[src/rtl/fetch_unit_pkg.sv]
// Shared constants and FSM encoding for the instruction fetch unit.
package fetch_unit_pkg;

   localparam int DEFAULT_ADDR_WIDTH   = 32;
   localparam int DEFAULT_DATA_WIDTH   = 32;
   localparam int DEFAULT_READ_LATENCY = 1;
   localparam int DEFAULT_FIFO_DEPTH   = 4;

   // Latency counter counts 0..READ_LATENCY-1, READ_LATENCY is at most 15.
   localparam int LAT_WIDTH = 4;

   // ISSUE: address on the bus, latency counter running.
   // FULL : read finished into a full buffer, address held until space frees.
   typedef enum logic {
      ST_ISSUE = 1'b0,
      ST_FULL  = 1'b1
   } fetch_state_t;

endpackage

[src/rtl/fetch_unit_fifo.sv]
// Small output buffer for fetched {address, data} words: synchronous
// push/pop/flush, combinational head read, count output.
module fetch_fifo #(
   parameter int WIDTH = 64,
   parameter int DEPTH = 4
) (
   input  logic                    clk,
   input  logic                    reset,
   input  logic                    flush,
   input  logic                    push,
   input  logic                    pop,
   input  logic [WIDTH-1:0]        wr_data,
   output logic [WIDTH-1:0]        rd_data,
   output logic [$clog2(DEPTH):0]  count
);

   localparam int PTR_W = $clog2(DEPTH);

   logic [WIDTH-1:0] mem [DEPTH];
   logic [PTR_W-1:0] wr_ptr_reg;
   logic [PTR_W-1:0] rd_ptr_reg;
   logic [PTR_W:0]   count_reg;

   // Pointer and occupancy bookkeeping; flush empties the buffer outright.
   always_ff @(posedge clk or negedge reset) begin
      if (!reset) begin
         wr_ptr_reg <= '0;
         rd_ptr_reg <= '0;
         count_reg  <= '0;
      end else if (flush) begin
         wr_ptr_reg <= '0;
         rd_ptr_reg <= '0;
         count_reg  <= '0;
      end else begin
         if (push) wr_ptr_reg <= wr_ptr_reg + PTR_W'(1);
         if (pop)  rd_ptr_reg <= rd_ptr_reg + PTR_W'(1);
         case ({push, pop})
            2'b10:   count_reg <= count_reg + (PTR_W+1)'(1);
            2'b01:   count_reg <= count_reg - (PTR_W+1)'(1);
            default: count_reg <= count_reg;
         endcase
      end
   end

   // Storage write; contents need no reset because the head is gated by count.
   always_ff @(posedge clk) begin
      if (push && !flush) mem[wr_ptr_reg] <= wr_data;
   end

   assign rd_data = (count_reg != '0) ? mem[rd_ptr_reg] : '0;
   assign count   = count_reg;

endmodule

[src/rtl/fetch_unit.sv]
// Sequential word fetcher: presents an address to memory for READ_LATENCY
// cycles, captures the returned word into an output buffer, and restarts
// from a new address on redirect.
module fetch_unit
   import fetch_unit_pkg::*;
#(
   parameter int                    ADDR_WIDTH    = DEFAULT_ADDR_WIDTH,
   parameter int                    DATA_WIDTH    = DEFAULT_DATA_WIDTH,
   parameter int                    READ_LATENCY  = DEFAULT_READ_LATENCY,
   parameter int                    FIFO_DEPTH    = DEFAULT_FIFO_DEPTH,
   parameter logic [ADDR_WIDTH-1:0] RESET_ADDRESS = '0
) (
   input  logic                  clk,
   input  logic                  reset,
   input  logic                  redirect_valid,
   input  logic [ADDR_WIDTH-1:0] redirect_address,
   output logic [ADDR_WIDTH-1:0] memory_address,
   input  logic [DATA_WIDTH-1:0] memory_data,
   output logic                  out_valid,
   input  logic                  out_ready,
   output logic [DATA_WIDTH-1:0] out_data,
   output logic [ADDR_WIDTH-1:0] out_address
);

   localparam int                   CNT_W     = $clog2(FIFO_DEPTH) + 1;
   localparam logic [LAT_WIDTH-1:0] LAT_LAST  = LAT_WIDTH'(READ_LATENCY - 1);
   localparam logic [CNT_W-1:0]     DEPTH_CNT = CNT_W'(FIFO_DEPTH);

   fetch_state_t          state_reg, state_next;
   logic [ADDR_WIDTH-1:0] addr_reg, addr_next;
   logic [LAT_WIDTH-1:0]  lat_reg, lat_next;

   logic [CNT_W-1:0]                 fifo_count;
   logic [ADDR_WIDTH+DATA_WIDTH-1:0] fifo_rd_data;
   logic                             read_done;
   logic                             not_full;
   logic                             push;
   logic                             pop;

   // A read completes on the last cycle of the latency window; it is only
   // captured if the buffer has room before any same-edge pop.
   assign read_done = (state_reg == ST_ISSUE) && (lat_reg == LAT_LAST);
   assign not_full  = (fifo_count < DEPTH_CNT);
   assign push      = read_done && not_full && !redirect_valid;
   assign pop       = out_valid && out_ready && !redirect_valid;

   // State, fetch address and latency counter registers.
   always_ff @(posedge clk or negedge reset) begin
      if (!reset) begin
         state_reg <= ST_ISSUE;
         addr_reg  <= RESET_ADDRESS;
         lat_reg   <= '0;
      end else begin
         state_reg <= state_next;
         addr_reg  <= addr_next;
         lat_reg   <= lat_next;
      end
   end

   // Next-state logic; redirect overrides everything else.
   always_comb begin
      state_next = state_reg;
      addr_next  = addr_reg;
      lat_next   = lat_reg;
      if (redirect_valid) begin
         state_next = ST_ISSUE;
         addr_next  = redirect_address;
         lat_next   = '0;
      end else begin
         case (state_reg)
            ST_ISSUE: begin
               if (read_done) begin
                  lat_next = '0;
                  if (not_full) addr_next  = addr_reg + ADDR_WIDTH'(1);
                  else          state_next = ST_FULL;
               end else begin
                  lat_next = lat_reg + LAT_WIDTH'(1);
               end
            end
            ST_FULL: begin
               // The read is repeated in full once space appears.
               lat_next = '0;
               if (not_full) state_next = ST_ISSUE;
            end
            default: state_next = ST_ISSUE;
         endcase
      end
   end

   fetch_fifo #(
      .WIDTH (ADDR_WIDTH + DATA_WIDTH),
      .DEPTH (FIFO_DEPTH)
   ) u_fifo (
      .clk     (clk),
      .reset   (reset),
      .flush   (redirect_valid),
      .push    (push),
      .pop     (pop),
      .wr_data ({addr_reg, memory_data}),
      .rd_data (fifo_rd_data),
      .count   (fifo_count)
   );

   assign memory_address = addr_reg;
   assign out_valid      = (fifo_count != '0);
   assign out_address    = fifo_rd_data[ADDR_WIDTH+DATA_WIDTH-1:DATA_WIDTH];
   assign out_data       = fifo_rd_data[DATA_WIDTH-1:0];

endmodule
[config.mk]
export PLATFORM = sky130hd
export DESIGN_NAME = fetch_unit
export DESIGN_NICKNAME = d
export VERILOG_FILES = /design/src/rtl/fetch_unit_pkg.sv /design/src/rtl/fetch_unit_fifo.sv /design/src/rtl/fetch_unit.sv
export SDC_FILE = /design/constraint.sdc
export NUM_CORES = 1
export LEC_CHECK = 0
export ABC_AREA = 1
export CORE_ASPECT_RATIO = 1.5
export CORE_MARGIN = 1.5
export CORE_UTILIZATION = 45
export DETAILED_ROUTE_END_ITERATION = 16
export GPL_TIMING_DRIVEN = 0
export PLACE_DENSITY = 0.75
export RECOVER_POWER = 100
export SKIP_CTS_REPAIR_TIMING = 1
export SLEW_MARGIN = 10
export SYNTH_ARGS = -nofsm -noshare
export SYNTH_HDL_FRONTEND = slang
export SYNTH_SLANG_ARGS = --single-unit
[constraint.sdc]
create_clock -name clk -period 4.2 [get_ports clk]
set_input_delay 0.42 -clock clk [delete_from_list [all_inputs] [get_ports clk]]
set_output_delay 0.42 -clock clk [all_outputs]
set_load 0.02 [all_outputs]
# After elaboration in Yosys (flattened, before gate mapping)

Memory sizes are Yosys's and may differ from the RTL's.
Index checks and enable logic that the tools add are counted.

Flip-flop bits (word level): 44
Bits in latches: 0
Memory bits (writable): 256
ROM bits: 0
Input bits: 68
Output and inout port bits: 97
Memories: 1

Add/sub/neg operators: 6
Multipliers: 0
Divide/modulo/power cells: 0
Order comparisons: 1
Equality and inequality tests: 3
Shift operators: 0
Mux-type cells: 20
Bitwise gates (word level): 1
Reductions and logical operators: 15

Memories:

| memory     | depth | bits a word | read ports | clocked after Yosys merged registers in | write ports | RTL line              | text |
|---|---|---|---|---|---|---|---|
| u_fifo.mem | 4     | 64          | 1          | 0                                       | 1           | fetch_unit_fifo.sv:19 | `logic [WIDTH-1:0] mem [DEPTH];` |

Operators with widths:

| cell                  | number |
|---|---|
| $mux 32               | 4 |
| $mux 64               | 1 |
| $add 32x1->32 const B | 1 |
| $mux 2                | 4 |
| $mux 4                | 2 |
| $pmux 4 s2            | 1 |
| $reduce_bool 2->1     | 4 |
| $logic_and 1x1->1     | 6 |
| $pmux 3 s2            | 1 |
| $reduce_bool 3->1     | 2 |
| $mux 1                | 5 |
| $add 2x1->2 const B   | 2 |
| $add 4x1->4 const B   | 1 |
| $logic_not 4->1       | 1 |
| $add 3x1->3 const B   | 1 |
| $lt 3x3->1 const B    | 1 |
| $mux 3                | 1 |
| $reduce_and 3->1      | 1 |
| $sub 3x1->3 const B   | 1 |
| $eq 2x1->1 const B    | 1 |
| $eq 2x2->1 const B    | 1 |
| $ne 2x2->1 const B    | 1 |
| $pmux 1 s2            | 1 |
| $logic_not 1->1       | 1 |
| $not 1->1             | 1 |

# Depth between registers and ports, before layout

Gate-level depths: netlist of the first run.

Depth after elaboration: 7
Gate-level depth with buffers: 10
Depth with buffers taken out: 10

# Cells and area by module

A second synthesis of the first run with hierarchy kept.

Cells, all modules: 1,471
Area total of the unflattened synthesis: 13,778.2 um^2

By module, submodules not included:

| module     | instances | cells each | area each (um^2) | seq. area each (um^2) |
|---|---|---|---|---|
| fetch_fifo | 1         | 1,070      | 11,168.2         | 7,862.5 |
| fetch_unit | 1         | 401        | 2,610.0          | 925.9 |

# Worst setup path after synthesis of the first run

OpenSTA, ideal clock, no wires.

Path kind: reg2reg
Start point: reg lat_reg[0]
End point: mem u_fifo.mem[0][0] (enable)
Library setup time: 0.486 ns
Arrival time: 3.771 ns
Data required time: 3.714 ns
Setup slack: -0.057 ns
Stages on the path, launching flop included: 8
Buffers on the path: 1
Clock period less this slack: 4.257 ns
Cell sequence: dfrtp_1 > inv_1 > ha_1 > nand2_1 > nor2_1 > inv_1 > buf_2 > nor2_1

Cells in the longest elaborated chain, start to end: 7

RTL lines:

| item                            | RTL line              | text |
|---|---|---|
| from (decl)                     | fetch_unit.sv:31      | `logic [LAT_WIDTH-1:0] lat_reg, lat_next;` |
| from (signal assigned)          | fetch_unit.sv:56      | `lat_reg <= lat_next;` |
| $logic_not 4->1                 | fetch_unit.sv:42      | `assign read_done = (state_reg == ST_ISSUE) && (lat_reg == LAT_LAST);` |
| $logic_and 1x1->1               | fetch_unit.sv:42      |  |
| $logic_and 1x1->1 (2 in series) | fetch_unit.sv:44      | `assign push = read_done && not_full && !redirect_valid;` |
| $logic_and 1x1->1               | fetch_unit_fifo.sv:47 | `if (push && !flush) mem[wr_ptr_reg] <= wr_data;` |
| $mux 1                          | fetch_unit_fifo.sv:47 |  |
| $mux 1 (implied by the code)    | fetch_unit_fifo.sv:47 |  |
| to (decl)                       | fetch_unit_fifo.sv:19 |  |

No other way between the ends.

# Worst setup path after layout of the first run

Start point: reg u_fifo.rd_ptr_reg[0]
End point: out out_address[19]

Cells in the longest elaborated chain, start to end: 2

RTL lines:

| item                   | RTL line              | text |
|---|---|---|
| from (decl)            | fetch_unit_fifo.sv:21 | `logic [PTR_W-1:0] rd_ptr_reg;` |
| from (signal assigned) | fetch_unit_fifo.sv:36 | `if (pop) rd_ptr_reg <= rd_ptr_reg + PTR_W'(1);` |
| $mem_v2 4x64           | n/a                   |  |
| $mux 64                | fetch_unit_fifo.sv:50 | `assign rd_data = (count_reg != '0) ? mem[rd_ptr_reg] : '0;` |
| to (decl)              | fetch_unit.sv:22      | `output logic [ADDR_WIDTH-1:0] out_address` |

No other way between the ends.

==> metrics.md, run 1 <==
| Metric | Value |
|---|---|
| Run status | finished with violations |
| Failing checks | capacitance limit, slew limit |
| Slew HR | -37.42% |
| Adder and majority gate portion of the synthesized area | 0.8275% |
| Final Setup Violations | 0 |
| Seq/Total Area, Yosys | 67.58% |
| Design area | 16060 um^2 |
| Mapped Cells | 1221 |
| Area Growth Syn to Fin | 23.50% |
| Multi-input gate area | 3687 um^2 |
| Yosys warnings | 0 |
| I/O pin count | 165 |
| Tot GR Track Use | 21.99% |
| Core Area | 28530 um^2 |
| CTS tree | built |
| Final core utilization | 56.29% |
| CP required | 3.78 ns |
| Simple-Gate Fraction of Synth Area | 17.87% |
| Chip width | 141.8 um |
| CTS H-tree lvls | 1 |
| Crit Path Max Fanout | 10 |
| DP Area | 15300 um^2 |
| Vias per cell | 5.300 |
| Global-route wire length before repair | 50.05 mm |
| Register bit total from synthesis | 300 |
| Worst setup margin | 0.4714 ns |
| Worst Path Arrival | 3.31 ns |
| Prevailing post-synth register cell | edfxtp_1 |
| VDD IR max | 0.0003967 V |
| Unique masters post-synth | 38 |
| Routed wire per std cell | 18.38 um |
| Die height | 211.2 um |
| RSZ-0062 raised after global routing | no |
| I/O Buffers | 164 |
| Compound-Gate Fraction of Synth Area | 9.112% |
| Ant. Diodes | 0 |
| Clk_skew | 0.01179 ns |
| Max-cap viol count | 2 |
| Most common cell in the synthesized netlist | nor2_1 |
| FMAX | 0.2682 GHz |
| Fin. max-slew vios | 51 |
| Placed Cells | 1745 |
| CTS buffer count | 26 |
| Vias in the first global route | 9292 |
| Worst-path clk slew | 0.07 ns |
| Clock Sinks | 300 |
| Ratio of cells with drive above 1 in the final layout | 6.722% |
| Setup TNS Final | 0 ns |
| R2R depth | 8 |
| Register-to-register setup slack | 0.54 ns |
| Share of the synthesized area in the top cell type | 59.12% |
| Synth top cells by count | nor2_1 (331), edfxtp_1 (256), nand2_1 (179), o21ai_0 (138), a21oi_1 (68) |
| EDFF count, synth | 256 |
| Seq. cell area | 8788 um^2 |
| Worst-Skew Late Latency | 0.54 ns |
| Xor and xnor area share after synthesis | 0.9429% |
| Worst hold path class | input port to asynchronous set/reset pin |
| Crit share post-route | 88.78% |
| Tot Pwr | 8.636 mW |
| Total gr overflow | 0 |
| Worst Hold Margin | 0.3978 ns |
| Final min period | 3.729 ns |
| Mux share of post-synthesis cell area | 0% |
| Fill count | 2335 |
| R2R Path End | u_fifo.mem[3][10] |
| Drt drc | 0 |
| Largest net degree at the start of global routing | 35 |
| DPL Wire Length | 22.75 mm |
| Crit end category | primary output |
| CTS root buf | clkbuf_16 |
| Routed via count | 9508 |
| Initial antenna violation count | 0 |
| Mapped Area | 13000 um^2 |
| Crit Path Class | flop to primary output |
| Async SR Flop Fraction | 14.67% |
| Post-route antenna net violation count | 0 |
| DIE AREA | 29950 um^2 |
| Nets | 1499 |
| CP Launch Point | u_fifo.rd_ptr_reg[0] |
| Main combinational cell family by area after synthesis | simple AND/OR/NAND/NOR gates |
| Static leakage | 5.997 nW |
| Max reg flops | 256 |
| Total wire length | 32.97 mm |
| Final cell count without fillers | 1794 |
| Final Hold Viols | 0 |
| Synth Net Count | 1297 |
| Least-Margin Pin Slew | 2.061 ns |
| P per Cell Area | 537.8 nW/um^2 |
| DRT iter0 DRCs | 725 |
| DP Worst Slack | 1.142 ns |
| Synth top area cells | edfxtp_1 (59%), nor2_1 (9.6%), dfrtp_1 (8.5%) |
| Crit path launch type | flop |
| CTS max path bufs | 3 |
| Synth Area per Inst | 10.65 um^2 |
| DR pass1 iterations | 5 |
| Reg-to-Reg Start | lat_reg[0] |
| Initial core utilization | 45.58% |
| Largest area contributor in the netlist | edfxtp_1 |
| Worst setup path endpoint | out_address[19] |
| FP Rows | 76 |
| GPL Wtd Cong | 0.8964 |
[area by class of cell]
type / instances / share of cell area [%]
flip-flops and latches: 300 / 54.73
multi-input cells: 820 / 22.96
repair buffers: 174 / 11.27
clock buffers: 38 / 4.784
well taps: 351 / 2.735
plain buffers: 61 / 1.839
inverters: 40 / 0.9349
clock inverters: 10 / 0.7557
[critical path, stage by stage (launching register included)]
cell           delay, ns
dfrtp_1             0.37
buf_2               0.20
clkbuf_1            0.57
buf_4               0.30
nor2_1              0.06
nor2_1              0.09
o21ai_0             0.10
a21oi_1             0.34
dlygate4sd3_1       0.74
[layer usage]
| metal | global-route usage (%) | part of all wire (%) | up-vias | wire [um] |
|---|---|---|---|---|
| met5 | 0 | 0 | - | 0 |
| met4 | 9.918 | 4.1 | 0 | 1346 |
| met3 | 2.154 | 5.0 | 75 | 1651 |
| met2 | 40.61 | 53 | 353 | 17510 |
| met1 | 25.64 | 38 | 4509 | 12470 |
| li1 | - | - | 4571 | - |
[power by group]
part / switching (mW) / leakage [nW] / internal (mW)
Combinational: 1.37 / 2.68 / 0.755
Clock: 1.06 / 0.421 / 1.41
Sequential: 0.284 / 2.90 / 3.77
[placed cells by master, fill, tap and decap left out, types with 4 or more instances in the layout]
cell type / count
buf_1: 8
ha_1: 7
clkbuf_16: 28
o21bai_1: 4
nand3b_1: 6
nand2_1: 179
nor2_2: 4
inv_1: 34
xor2_1: 10
dlygate4sd3_1: 123
xnor2_1: 4
clkinvlp_4: 4
buf_12: 5
nor2_1: 335
o21ai_0: 138
inv_2: 6
buf_4: 10
edfxtp_1: 256
clkdlybuf4s50_1: 41
clkbuf_1: 34
a21oi_1: 69
nand3_1: 38
o211ai_1: 7
buf_2: 17
dfrtp_1: 44
[how the worst min path moves through the flow]
| stage | slack (ns) | to | cells after the start |
|---|---|---|---|
| after floorplan | 0.12 | lat_reg[0] | 0 |
| after global placement | 0.47 | lat_reg[0] | 1 |
| after detailed placement | 0.32 | memory_address[26] | 1 |
| after CTS | -0.26 | memory_address[26] | 1 |
| after global routing | 0.45 | memory_address[16] | 3 |
| final | 0.40 | memory_address[26] | 2 |
[kinds of logic (layout without fill, tap and decap cells)]
| family | Yosys count | after routing |
|---|---|---|
| flip-flops | 300 | 300 |
| AO/OA/AOI/OAI | 226 | 226 |
| XOR/XNOR | 14 | 14 |
| AND/OR/NAND/NOR | 572 | 572 |
| buffers and inverters | 101 | 323 |
| adder cells (fa/ha/maj) | 8 | 8 |
(Power assumes the default switching activity.)
==> run 2, diff against run 1 <==
--- a/config.mk
+++ b/config.mk
@@ -8,10 +8,10 @@
 export ABC_AREA = 1
 export CORE_ASPECT_RATIO = 1.5
 export CORE_MARGIN = 1.5
-export CORE_UTILIZATION = 45
+export CORE_UTILIZATION = 50
 export DETAILED_ROUTE_END_ITERATION = 16
 export GPL_TIMING_DRIVEN = 0
-export PLACE_DENSITY = 0.75
+export PLACE_DENSITY = 0.81
 export RECOVER_POWER = 100
 export SKIP_CTS_REPAIR_TIMING = 1
 export SLEW_MARGIN = 10
==> metrics.md, run 2 (synthesis gave the netlist of run 1 again) <==
| Metric | Value |
|---|---|
| CTS buffer count | 26 (unchanged) |
| Largest net degree at the start of global routing | 35 (unchanged) |
| CTS tree | built |
| Clk_skew | 0.01203 ns (+0.0002382 ns) |
| Failing checks | capacitance limit, slew limit |
| Max incr delay on CP | 0.71 ns (-0.03 ns) |
| Worst-path clk slew | 0.07 ns (about the same) |
| Fin. max-slew vios | 86 (+69%) |
| R2R depth | 8 (unchanged) |
| Crit Path Class | flop to primary output |
| Slew HR | -28.99% (+8.4 points) |
| I/O pin count | 165 (unchanged) |
| VDD IR max | 0.0004285 V (+8.0%) |
| CP Launch Point | u_fifo.rd_ptr_reg[0] |
| Final Setup Violations | 0 (unchanged) |
| Worst-path cell with the longest stage delay | dlygate4sd3_1 |
| Tot GR Track Use | 24.82% (+2.8 points) |
| Static leakage | 6.006 nW (+0.14%) |
| CTS max path bufs | 3 (unchanged) |
| Max-cap viol count | 4 (+2) |
| Global-route wire length before repair | 51.60 mm (+3.1%) |
| DR pass1 iterations | 5 (unchanged) |
| Max reg flops | 256 (unchanged) |
| R2R Path End | u_fifo.mem[2][5] |
| DIE AREA | 27000 um^2 (-9.8%) |
| I/O Buffers | 164 (unchanged) |
| Die height | 200.5 um (-5.1%) |
| Nets | 1499 (unchanged) |
| Register-to-register setup slack | 0.56 ns (+0.02 ns) |
| Routed via count | 9800 (+3.1%) |
| Worst Path Arrival | 3.24 ns (-0.07 ns) |
| Initial core utilization | 50.65% (+5.1 points) |
| DRT iter0 DRCs | 664 (-8.4%) |
| Final min period | 3.656 ns (-0.07247 ns) |
| Area Growth Syn to Fin | 23.50% (unchanged) |
| P per Cell Area | 542.8 nW/um^2 (+0.93%) |
| Seq. cell area | 8788 um^2 (unchanged) |
| Initial antenna violation count | 1 (+1) |
| Clock Sinks | 300 (unchanged) |
| Worst-Skew Late Latency | 0.53 ns (about the same) |
| Worst setup path endpoint | out_address[0] |
| Total wire length | 33.37 mm (+1.2%) |
| Crit Path Max Fanout | 10 (unchanged) |
| Drt drc | 0 (unchanged) |
| Vias in the first global route | 9756 (+5.0%) |
| Core Area | 25670 um^2 (-10%) |
| Commonest cells after routing, fill and taps aside | nor2_1 (335), edfxtp_1 (256), nand2_1 (179), o21ai_0 (138), dlygate4sd3_1 (121) |
| Fill count | 1985 (-15%) |
| RSZ-0062 raised after global routing | no |
| CP Depth | 8 (unchanged) |
| Setup TNS Final | 0 ns (unchanged) |
| FMAX | 0.2735 GHz (+2.0%) |
| CP required | 3.78 ns (about the same) |
| Crit path launch type | flop |
| Cell breakdown of the critical path | buf_2 -> clkbuf_1 -> clkbuf_1 -> nor2_1 -> nor2_1 -> o21ai_0 -> a21oi_1 -> dlygate4sd3_1 |
| Final Hold Viols | 0 (unchanged) |
| Crit share post-route | 87.05% (-1.7 points) |
| Tot Pwr | 8.717 mW (+0.93%) |
| Multi-input gate area | 3687 um^2 (unchanged) |
| CTS root buf | clkbuf_16 |
| DPL Wire Length | 22.82 mm (+0.28%) |
| Crit end category | primary output |
| GPL Wtd Cong | 0.9461 (+5.5%) |
| Routed wire per std cell | 18.78 um (+2.2%) |
| Least-Margin Pin Slew | 1.935 ns (-0.1264 ns) |
| WP buf/inv | 4 (unchanged) |
| Ratio of cells with drive above 1 in the final layout | 6.445% (-0.28 points) |
| Worst hold path class | input port to asynchronous set/reset pin |
| Most common cell after layout, fill and taps aside | nor2_1 |
| Chip width | 134.7 um (-5.0%) |
| CTS H-tree lvls | 1 (unchanged) |
| Run status | finished with violations |
| Post-route antenna net violation count | 0 (unchanged) |
| Reg-to-Reg Start | lat_reg[0] |
| Final core utilization | 62.55% (+6.3 points) |
| Critical path's top delay family | buffers and inverters |
| FP Rows | 72 (-5.3%) |
| Vias per cell | 5.515 (+4.1%) |
| Total gr overflow | 0 (unchanged) |
-- run 2: how the worst min path moves through the flow --
stage               start                 end  slack [ns]
2_1_floorplan       reset          lat_reg[0]        0.12
3_3_place_gp   lat_reg[0]          lat_reg[0]        0.47
3_5_place_dp        reset  memory_address[24]        0.32
4_1_cts             reset  memory_address[25]       -0.24
5_1_grt             reset  memory_address[25]        0.46
6_report            reset  memory_address[25]        0.41
-- run 2: layout make-up --
cell class / count / share of cell area (%)
sequential: 300 / 54.73
multi-input combinational: 820 / 22.96
timing repair buffer: 174 / 11.31
clock buffer: 35 / 4.457
tap: 333 / 2.594
buffer: 61 / 1.792
clock inverter: 13 / 1.208
inverter: 40 / 0.9349
antenna: 1 / 0.01558
-- run 2: routing by layer --
metal	GRT usage, %	share of wire, %	vias to the layer above
li1	-	-	4575
met3	2.449	6.2	89
met1	29.03	36	4707
met2	45.55	53	429
met4	11.21	4.3	0
met5	0	0	-
-- run 2: power breakdown --
| part | switching, mW | total [mW] | internal, mW |
|---|---|---|---|
| logic | 1.38 | 2.14 | 0.760 |
| registers | 0.291 | 4.06 | 3.77 |
| clock network | 1.02 | 2.52 | 1.51 |
-- run 2: metrics by stage --
step | worst slack [ns] | hold slack, ns | cells | instance area, um^2
2_1_floorplan | -0.05718 | 0.1244 | 1221 | 13000
3_3_place_gp | -2.574 | 0.4719 | 1718 | 15060
3_5_place_dp | 1.169 | 0.3200 | 1727 | 15290
4_1_cts | 0.7998 | -0.2384 | 1775 | 16200
5_1_grt | 0.3368 | 0.4573 | 1777 | 16060
6_report | 0.5438 | 0.4051 | 1777 | 16060
